===== src/rtl/hw_fifo_pkg.sv =====
// Request/response bundles exchanged with the streaming
// interface hardware FIFOs (one pair per DMA channel).
package hw_fifo_pkg;

    localparam int unsigned HW_FIFO_DW = 32;

    typedef struct packed {
        logic [HW_FIFO_DW-1:0] data;
        logic                  push;
        logic                  pop;
    } hw_fifo_req_t;

    typedef struct packed {
        logic [HW_FIFO_DW-1:0] data;
        logic                  empty;
        logic                  full;
        logic                  push;
    } hw_fifo_resp_t;

endpackage


===== src/rtl/stream_intf_pkg.sv =====
// Shared types for the streaming interface DMA channel logic.
// Holds the per-channel transfer state encoding.
package stream_intf_pkg;

    typedef enum logic [1:0] {
        IDLE = 2'd0,
        RUN  = 2'd1,
        DONE = 2'd2
    } dma_ch_state_e;

endpackage


===== src/rtl/stream_dma_ch_fsm.sv =====
// Single DMA channel: IDLE/RUN/DONE FSM, word counter, handshake steering.
// Optional protocol error tracking under STREAM_DMA_ERR_CHK_EN.
module stream_dma_ch_fsm
    import hw_fifo_pkg::*;
    import stream_intf_pkg::*;
#(
    parameter int unsigned N_BITS = 32,
    parameter int unsigned LEN_W  = 16
) (
    input  logic              clk_i,
    input  logic              rst_n_i,
    input  logic              type_i,
    input  logic              start_i,
    input  logic [LEN_W-1:0]  len_i,
    input  logic              rx_valid_i,
    input  logic [N_BITS-1:0] rx_data_i,
    output logic              rx_ready_o,
    output logic              tx_valid_o,
    output logic [N_BITS-1:0] tx_data_o,
    input  logic              tx_ready_i,
    output hw_fifo_req_t      fifo_req_o,
    input  hw_fifo_resp_t     fifo_resp_i,
    output logic              busy_o,
    output logic              done_o,
    output logic              err_o
);

    dma_ch_state_e    state_q, state_d;
    logic [LEN_W-1:0] rem_q, rem_d;
    logic             dir_q, dir_d;
    logic             start_ok;

    assign start_ok = (state_q == IDLE) && start_i;

    // State, remaining count and latched direction
    always_ff @(posedge clk_i) begin
        if (!rst_n_i) begin
            state_q <= IDLE;
            rem_q   <= '0;
            dir_q   <= 1'b0;
        end else begin
            state_q <= state_d;
            rem_q   <= rem_d;
            dir_q   <= dir_d;
        end
    end

    // Next state, counting and combinational handshake steering
    always_comb begin
        state_d    = state_q;
        rem_d      = rem_q;
        dir_d      = dir_q;
        rx_ready_o = 1'b0;
        tx_valid_o = 1'b0;
        tx_data_o  = '0;
        fifo_req_o = '0;
        done_o     = 1'b0;
        unique case (state_q)
            IDLE: begin
                if (start_i) begin
                    rem_d   = len_i;
                    dir_d   = type_i;
                    state_d = (len_i == '0) ? DONE : RUN;
                end
            end
            RUN: begin
                if (!dir_q) begin
                    rx_ready_o      = !fifo_resp_i.full;
                    fifo_req_o.push = rx_valid_i && rx_ready_o;
                    fifo_req_o.data = rx_data_i;
                end else begin
                    tx_valid_o     = !fifo_resp_i.empty;
                    tx_data_o      = fifo_resp_i.data;
                    fifo_req_o.pop = tx_valid_o && tx_ready_i;
                end
                if (fifo_req_o.push || fifo_req_o.pop) begin
                    rem_d = rem_q - LEN_W'(1);
                    if (rem_q == LEN_W'(1)) begin
                        state_d = DONE;
                    end
                end
            end
            DONE: begin
                done_o  = 1'b1;
                state_d = IDLE;
            end
            default: begin
                state_d = IDLE;
            end
        endcase
    end

    assign busy_o = (state_q != IDLE);

`ifdef STREAM_DMA_ERR_CHK_EN
    logic err_q, err_d;
    logic run_rd, run_wr;

    assign run_rd = (state_q == RUN) && !dir_q;
    assign run_wr = (state_q == RUN) && dir_q;

    // Sticky error: cleared by an accepted start, set on a stray handshake
    always_comb begin
        err_d = err_q;
        if (start_ok) begin
            err_d = 1'b0;
        end
        if ((rx_valid_i && !run_rd) || (fifo_resp_i.push && run_wr)) begin
            err_d = 1'b1;
        end
    end

    // Error flag register
    always_ff @(posedge clk_i) begin
        if (!rst_n_i) begin
            err_q <= 1'b0;
        end else begin
            err_q <= err_d;
        end
    end

    assign err_o = err_q;
`else
    logic unused_err_in;

    assign unused_err_in = fifo_resp_i.push ^ start_ok;
    assign err_o         = 1'b0;
`endif

endmodule


===== src/rtl/stream_dma_ch_ctrl.sv =====
// Array of independent DMA channel controllers between DMA and HW FIFOs.
// Optional error detection enabled with `define STREAM_DMA_ERR_CHK_EN.
module stream_dma_ch_ctrl
    import hw_fifo_pkg::*;
#(
    parameter int unsigned N_DMA_CH = 4,
    parameter int unsigned N_BITS   = 32,
    parameter int unsigned LEN_W    = 16
) (
    input  logic                             clk_i,
    input  logic                             rst_n_i,
    input  logic [N_DMA_CH-1:0]              reg_dma_ch_type_i,
    input  logic [N_DMA_CH-1:0]              start_i,
    input  logic [N_DMA_CH-1:0][LEN_W-1:0]   len_i,
    input  logic [N_DMA_CH-1:0]              dma_rx_valid_i,
    input  logic [N_DMA_CH-1:0][N_BITS-1:0]  dma_rx_data_i,
    output logic [N_DMA_CH-1:0]              dma_rx_ready_o,
    output logic [N_DMA_CH-1:0]              dma_tx_valid_o,
    output logic [N_DMA_CH-1:0][N_BITS-1:0]  dma_tx_data_o,
    input  logic [N_DMA_CH-1:0]              dma_tx_ready_i,
    output hw_fifo_req_t [N_DMA_CH-1:0]      hw_fifo_req_o,
    input  hw_fifo_resp_t [N_DMA_CH-1:0]     hw_fifo_resp_i,
    output logic [N_DMA_CH-1:0]              busy_o,
    output logic [N_DMA_CH-1:0]              done_o,
    output logic [N_DMA_CH-1:0]              err_o
);

    for (genvar i = 0; i < N_DMA_CH; i++) begin : g_ch
        stream_dma_ch_fsm #(
            .N_BITS (N_BITS),
            .LEN_W  (LEN_W)
        ) u_ch (
            .clk_i       (clk_i),
            .rst_n_i     (rst_n_i),
            .type_i      (reg_dma_ch_type_i[i]),
            .start_i     (start_i[i]),
            .len_i       (len_i[i]),
            .rx_valid_i  (dma_rx_valid_i[i]),
            .rx_data_i   (dma_rx_data_i[i]),
            .rx_ready_o  (dma_rx_ready_o[i]),
            .tx_valid_o  (dma_tx_valid_o[i]),
            .tx_data_o   (dma_tx_data_o[i]),
            .tx_ready_i  (dma_tx_ready_i[i]),
            .fifo_req_o  (hw_fifo_req_o[i]),
            .fifo_resp_i (hw_fifo_resp_i[i]),
            .busy_o      (busy_o[i]),
            .done_o      (done_o[i]),
            .err_o       (err_o[i])
        );
    end

endmodule


===== config.mk =====
export PLATFORM = sky130hd
export DESIGN_NAME = stream_dma_ch_ctrl
export DESIGN_NICKNAME = d
export VERILOG_FILES = /design/src/rtl/hw_fifo_pkg.sv /design/src/rtl/stream_intf_pkg.sv /design/src/rtl/stream_dma_ch_fsm.sv /design/src/rtl/stream_dma_ch_ctrl.sv
export SDC_FILE = /design/constraint.sdc
export NUM_CORES = 1
export LEC_CHECK = 0
export ABC_AREA = 1
export BUFFER_PORTS_ARGS = -buffer_cell sky130_fd_sc_hd__buf_2
export CAP_MARGIN = 25
export CORE_AREA = 5 5 242 244
export DETAILED_ROUTE_END_ITERATION = 8
export DIE_AREA = 0 0 247 249
export GPL_TIMING_DRIVEN = 0
export HOLD_SLACK_MARGIN = 0.02
export PLACE_DENSITY_LB_ADDON = 0.08
export SYNTH_ARGS = -nofsm -noshare
export SYNTH_HDL_FRONTEND = slang
export SYNTH_SLANG_ARGS = --single-unit

===== constraint.sdc =====
create_clock -name clk_i -period 1.2 [get_ports clk_i]
set_input_delay 0 -clock clk_i [delete_from_list [all_inputs] [get_ports clk_i]]
set_output_delay 0 -clock clk_i [all_outputs]
set_load 0.03 [all_outputs]

==> results_dict.tcl, run 1 <==
set metrics [dict create \
    outcome "complete, but fails checks" \
    violations "negative setup slack" \
    power.clock.fraction_pct 10.8 \
    finalCriticalPeriod_ns 1.58 \
    synthCells 1601 \
    yosysMostFrequentCell "nand2_1" \
    n_fill_cell 6063 \
    gp_congestion 0.832 \
    synth_warnings 0 \
    clkLatencyLatePin_ns 0.36 \
    syn_to_final_growth_pct 144 \
    critPathMaxStageDelay_ns 0.35 \
    yosys.area_share.simple_pct 57.4 \
    grt_util_all_layers_pct 14.7 \
    grt_overflow 0 \
    clock_skew_ns 0.00826 \
    synth_edf_count 0 \
    clockRootBuffer "clkbuf_16" \
    cts_tree "done" \
    grt_first_pass_wirelength_mm 72.0 \
    swShare_pct 49.2 \
    port_buffers 625 \
    rows 87 \
    routed_wl_mm 50.9 \
    synthArstFlopShare_pct 0 \
    finalCritPeriodShare_pct 132 \
    p_per_area_nw_per_um2 1290 \
    path_class "flop to primary output" \
    dpl.hpwl_mm 38.5 \
    wl_per_cell_um 16.2 \
    arrival_ns 1.58 \
    critPathRequiredTime_ns 1.20 \
    synth-compound-area-share_pct 9.63 \
    fin_hold_ws_ns 0.0418 \
    drt_iter0_markers 434 \
    rsz0062_at_grt "yes" \
    synth_adder_area_share_pct 1.25 \
    hold_class "primary input to flop" \
    synth_top_family_by_area "simple AND/OR/NAND/NOR gates" \
    combPwrFrac_pct 73.7 \
    worstSetupStartpointType "flop" \
    core_sq_um 56100 \
    timing.fmax_mhz 634 \
    netlist.area_leader.share_pct 24.9 \
    crit_fanout 10 \
    numCtsBuffers 9 \
    grt_antenna_before_repair 6 \
    synthFlopType "dfxtp_1" \
    num_io_pins 634 \
    drcViolationCount 0 \
    drt_pass1_iterations 4 \
    drive_gt1_share_pct 58.9 \
    r2r_slack_ns -0.31 \
    nets 2749 \
    chipWidth_um 247 \
    syn_area_sq_um 7990 \
    grt_max_degree 14 \
    critPathCaptureType "primary output" \
    ir_drop_mv 0.515 \
    cts_buffer_depth 2 \
    path_clk_slew_ns 0.06 \
    avgViaCountPerCell 4.06 \
    yosys.cell_types.count 32 \
    synth_area_leaders "nand2_1, nor2_1, dfxtp_1, nand3_1, a21oi_1" \
    maxSlewHeadroom_pct 34.7 \
    yosysSeqAreaShare_pct 19.0 \
    cellLeakagePower_nw 8.63 \
    crit_path_cell_trace "nor2_4, inv_4, buf_12, buf_12, nor2_4, buf_6" \
    p_int_mw 12.8 \
    avgSynthCellArea_sq_um 4.99 \
    switching_power_mw 12.3 \
    grt_pass1_vias 12318 \
    muxShareOfSynthArea_pct 0 \
    final_antenna_net_count 0 \
    synth_xor_area_share_pct 0.110 \
    synthTopCellsByCount "nand2_1, nor2_1, inv_1" \
    cp_slowest_cell "dfxtp_2" \
    tightestPinTransition_ns 0.980 \
    setup_viol 350 \
    slew_viol_final 0 \
    maxCapViolations 0 \
    cts.htree.levels 3 \
    synth_seq_cells 76 \
    yosys.area.top_type "nand2_1" \
    start_util_pct 14.3 \
    seq_power_share_pct 15.5 \
    pre_cts_slack_ns -0.536 \
    timing.final.ws_setup_ns -0.378 \
    dieArea_sq_um 61500 \
    num_vias 12808 \
    timing.final.hold_violations 0 \
    fp.dieH_um 249 \
    cts_sinks 76 \
]
==> per-stage QoR <==
| step | cells | utilization [%] | total power [mW] | TNS [ns] | instance area [sq um] |
|---|---|---|---|---|---|
| 6_report | 3153 | 34.8 | 25.1 | -89.96 | 19500 |
| 5_1_grt | 3153 | 34.8 | 26.9 | -113.89 | 19500 |
| 4_1_cts | 3072 | 28.7 | 21.0 | -109.96 | 16100 |
| 3_5_place_dp | 2986 | 23.1 | 15.6 | -95.97 | 13000 |
| 3_3_place_gp | 2985 | 23.1 | 15.6 | -95.07 | 12900 |
| 2_1_floorplan | 1604 | - | 12.1 | -14.32 | 8860 |
==> worst paths after layout <==
path                                               to  cells past startpoint                     from
worst min register to register  g_ch[1].u_ch.rem_q[4]                      2    g_ch[1].u_ch.rem_q[4]
worst max-delay path               dma_tx_data_o[107]                      6  g_ch[3].u_ch.state_q[1]
worst max register to register  g_ch[2].u_ch.rem_q[4]                     10       g_ch[2].u_ch.dir_q
worst min-delay path            g_ch[0].u_ch.rem_q[3]                      5                 len_i[3]
==> area by class of cell <==
cell class	instances	area, sq um	share of cell area (%)
flip-flops and latches	76	1570	8.03
multi-input cells	1309	8230	42.1
plain buffers	95	1310	6.69
repair inverters	1	8.76	0.0449
inverters	114	504	2.58
clock inverters	2	10.0	0.0513
well taps	756	946	4.84
diodes	2	5.00	0.0256
repair buffers	785	6690	34.2
clock buffers	13	260	1.33
==> cells by family after synthesis <==
group                    after synthesis
AND/OR/NAND/NOR                     1144
other                                  1
AO/OA/AOI/OAI                        151
XOR/XNOR                               1
adder cells (fa/ha/maj)                8
flip-flops                            76
buffers and inverters                220
==> critical path, delay by kind of cell (launching register included) <==
family	cells	cell delay (ns)
simple gates	2	0.32
flops	1	0.35
buf+inv	4	0.53
==> metal layers <==
| metal | GRT usage (%) | vias to the layer above | part of all wire, % |
|---|---|---|---|
| li1 | - | 6517 | - |
| met1 | 18.3 | 5957 | 42 |
| met2 | 26.8 | 278 | 53 |
| met3 | 2.12 | 48 | 4.1 |
| met4 | 2.73 | 8 | 1.3 |
| met5 | 0 | - | 0.11 |
==> cells in the final DEF, fill, tap and decap left out, types with 6 or more instances in the layout <==
master and count:
dfxtp_1 51, clkbuf_1 8, buf_2 360, nand2_2 90, inv_2 9, o21ai_1 21
nor2_4 242, nand3_4 10, dfxtp_2 19, nor3_2 6, clkbuf_16 32, nand2_4 25
dfxtp_4 6, o21ai_0 34, buf_8 22, nor2_2 67, nand2_1 416, dlygate4sd3_1 27
buf_12 37, a21oi_2 21, inv_1 86, nand3_1 72, buf_6 296, o21ai_2 11
a21oi_1 57, inv_4 11, nor2_1 187, nand3_2 8, buf_4 100, nand4_1 10
==> flip-flops by register name (all words and copies together), names as in the netlist <==
| register | cells |
|---|---|
| g_ch.u_ch.rem_q | 64 |
| g_ch.u_ch.state_q | 8 |
| g_ch.u_ch.dir_q | 4 |
==> power by group through the flow <==
stage	registers (mW)	clock network [mW]	logic, mW
2_1_floorplan	3.57	0	8.50
3_3_place_gp	3.75	0	11.8
3_5_place_dp	3.75	0	11.8
4_1_cts	3.72	2.88	14.4
5_1_grt	3.99	2.93	20.0
6_report	3.89	2.72	18.5
==> what timing repair did <==
item | CTS | global route
endpoints found under the hold margin | 21 | 0
pin swaps | 36 | 88
gates cloned | 18 | 24
buffers inserted | 26 | 70
resized for setup | 679 | 812
hold buffers | 27 | 0
setup endpoints to repair | 352 | 355
No activity file was read; power rests on OpenSTA's default activity.
==> run 2, diff against run 1 <==
--- a/config.mk
+++ b/config.mk
@@ -16,4 +16,5 @@
 export PLACE_DENSITY_LB_ADDON = 0.08
 export SYNTH_ARGS = -nofsm -noshare
 export SYNTH_HDL_FRONTEND = slang
+export SYNTH_HIERARCHICAL = 1
 export SYNTH_SLANG_ARGS = --single-unit
==> results_dict.tcl, run 2 <==
set metrics [dict create \
    cts.htree.levels 3 \
    finalCritPeriodShare_pct 128 \
    clock_skew_ns 0.00764 \
    netlist.area_leader.share_pct 23.8 \
    gp_congestion 0.803 \
    synth_area_leaders "nand2_1, nor2_1, dfxtp_1, a21oi_1, nand3_1" \
    synthCells 1562 \
    largest_register_ffs 64 \
    path_class "flop to primary output" \
    port_buffers 625 \
    start_util_pct 14.2 \
    avgViaCountPerCell 4.05 \
    fp.dieH_um 249 \
    final_util_pct 33.9 \
    p_per_area_nw_per_um2 1000 \
    synth_seq_cells 76 \
    ir_drop_mv 0.584 \
    final_common_cell "nand2_1" \
    cts_buffer_depth 2 \
    grt_max_degree 28 \
    critPathRequiredTime_ns 1.20 \
    critPathCaptureType "primary output" \
    avgSynthCellArea_sq_um 5.11 \
    setup_viol 354 \
    grt_antenna_before_repair 6 \
    num_vias 12525 \
    clkLatencyLatePin_ns 0.37 \
    worstSetupStartpointType "flop" \
    chipWidth_um 247 \
    violations "negative setup slack" \
    hold_class "primary input to flop" \
    cts_sinks 76 \
    yosysMostFrequentCell "nand2_1" \
    cts_tree "done" \
    yosys.cell_types.count 30 \
    synthArstFlopShare_pct 0 \
    final_cell_mix "nand2_1, buf_2, nor2_4" \
    maxSlewHeadroom_pct 48.1 \
    slew_viol_final 0 \
    num_io_pins 634 \
    timing.final.ws_setup_ns -0.338 \
    p_total_mw 19.0 \
    maxCapViolations 0 \
    drt_pass1_iterations 5 \
    clockRootBuffer "clkbuf_16" \
    path_clk_slew_ns 0.06 \
    register_area_sq_um 1560 \
    yosysSeqAreaShare_pct 19.1 \
    fin_hold_ws_ns 0.0332 \
    finalCriticalPeriod_ns 1.54 \
    tightestPinTransition_ns 0.779 \
    synth_edf_count 0 \
    timing.fmax_mhz 650 \
    dieArea_sq_um 61500 \
    pre_cts_slack_ns -0.447 \
    arrival_ns 1.54 \
    setup_tns_ns -94.87 \
    core_sq_um 56100 \
    synth_warnings 6 \
    crit_fanout 9 \
    routed_wl_mm 48.1 \
    cellLeakagePower_nw 8.37 \
    synthTopCellsByCount "nand2_1, nor2_1, inv_1" \
    grt_util_all_layers_pct 13.9 \
    timing.final.hold_violations 0 \
    top_regs "g_ch.u_ch/rem_q: 64 flops, g_ch.u_ch/state_q: 8 flops, g_ch.u_ch/dir_q: 4 flops" \
    rsz0062_at_grt "yes" \
    synthFlopType "dfxtp_1" \
    largest_register "g_ch.u_ch/rem_q" \
    syn_area_sq_um 7980 \
    nets 2687 \
    multi_input_area_sq_um 8070 \
    drive_gt1_share_pct 55.0 \
    numCtsBuffers 9 \
    dpl.hpwl_mm 36.0 \
    grt_overflow 0 \
    wl_per_cell_um 15.6 \
    grt_first_pass_wirelength_mm 68.7 \
    drcViolationCount 0 \
    outcome "complete, but fails checks" \
    syn_nets 1920 \
    grt_pass1_vias 12179 \
    syn_to_final_growth_pct 138 \
    n_fill_cell 6044 \
    rows 87 \
    final_antenna_net_count 0 \
    yosys.area.top_type "nand2_1" \
    drt_iter0_markers 394 \
]
-- run 2: cell count changes in the layout (fill, tap and decap cells not counted), moves of 18 or more --
cell | before | now
nand2_2 | 90 | 72
buf_6 | 296 | 248
buf_2 | 360 | 387
nor2_2 | 67 | 29
nor2_1 | 187 | 210
buf_4 | 100 | 51
nor2_4 | 242 | 264
inv_1 | 86 | 67
-- run 2: power breakdown --
part           switching (mW)  internal (mW)  total [mW]
combinational            7.26           5.57        12.8
clock                    1.20           1.50        2.69
sequential              0.531           2.95        3.48
total                    8.99           10.0        19.0
-- run 2: worst max-delay path, cell delays in order, from the launching register on --
cell	delay, ns
dfxtp_2	0.33
buf_6	0.13
clkinvlp_4	0.09
buf_12	0.15
clkbuf_16	0.15
nand2_1	0.10
nor2_4	0.05
buf_4	0.16
-- run 2: layout make-up --
class | count | area share, %
clock buffers | 13 | 1.37
repair buffers | 752 | 34.2
plain buffers | 84 | 6.63
inverters | 92 | 2.11
diodes | 3 | 0.0395
clock inverters | 2 | 0.0527
well taps | 756 | 4.98
multi-input cells | 1314 | 42.5
flip-flops and latches | 76 | 8.20
-- run 2: path summary, 6_finish.rpt --
| path | startpoint | to | slack, ns | cells after the start |
|---|---|---|---|---|
| max | g_ch[2].u_ch/dir_q | hw_fifo_req_o[78] | -0.34 | 7 |
| min reg2reg | g_ch[2].u_ch/rem_q[15] | g_ch[2].u_ch/rem_q[15] | 0.48 | 2 |
| min | len_i[33] | g_ch[2].u_ch/rem_q[1] | 0.03 | 5 |
| max reg2reg | g_ch[1].u_ch/dir_q | g_ch[1].u_ch/rem_q[11] | -0.32 | 9 |
-- run 2: logic make-up (layout without fill, tap and decap cells) --
family	count (synthesis)	in the layout	share of synthesized area, %
compound gates	168	168	11.2
fa+ha+maj	8	8	1.26
buf+inv	176	943	10.4
flops	76	76	19.1
other cells	4	7	0.188
simple gates	1130	1134	57.9
-- run 2: what timing repair did --
action / in CTS / in global routing
hold buffers: 36 / 0
setup buffers: 23 / 25
setup endpoints to repair: 352 / 355
cloned: 9 / 38
pin swaps: 9 / 34
gates resized for setup: 624 / 302
hold endpoints to repair: 36 / 0
-- run 2: stage by stage --
step | cell area, sq um | instances
final | 19000 | 3092
after CTS | 16900 | 3026
after detailed placement | 13900 | 2943
after global placement | 13900 | 2943
after floorplan | 9840 | 1562
after global routing | 19000 | 3092
-- run 2: metal layers --
metal | global-route usage [%] | part of all wire, % | vias up
li1 | - | - | 6397
met1 | 16.2 | 40 | 5735
met2 | 25.6 | 52 | 338
met3 | 3.30 | 5.6 | 49
met4 | 2.73 | 1.5 | 6
met5 | 0 | 0.064 | -
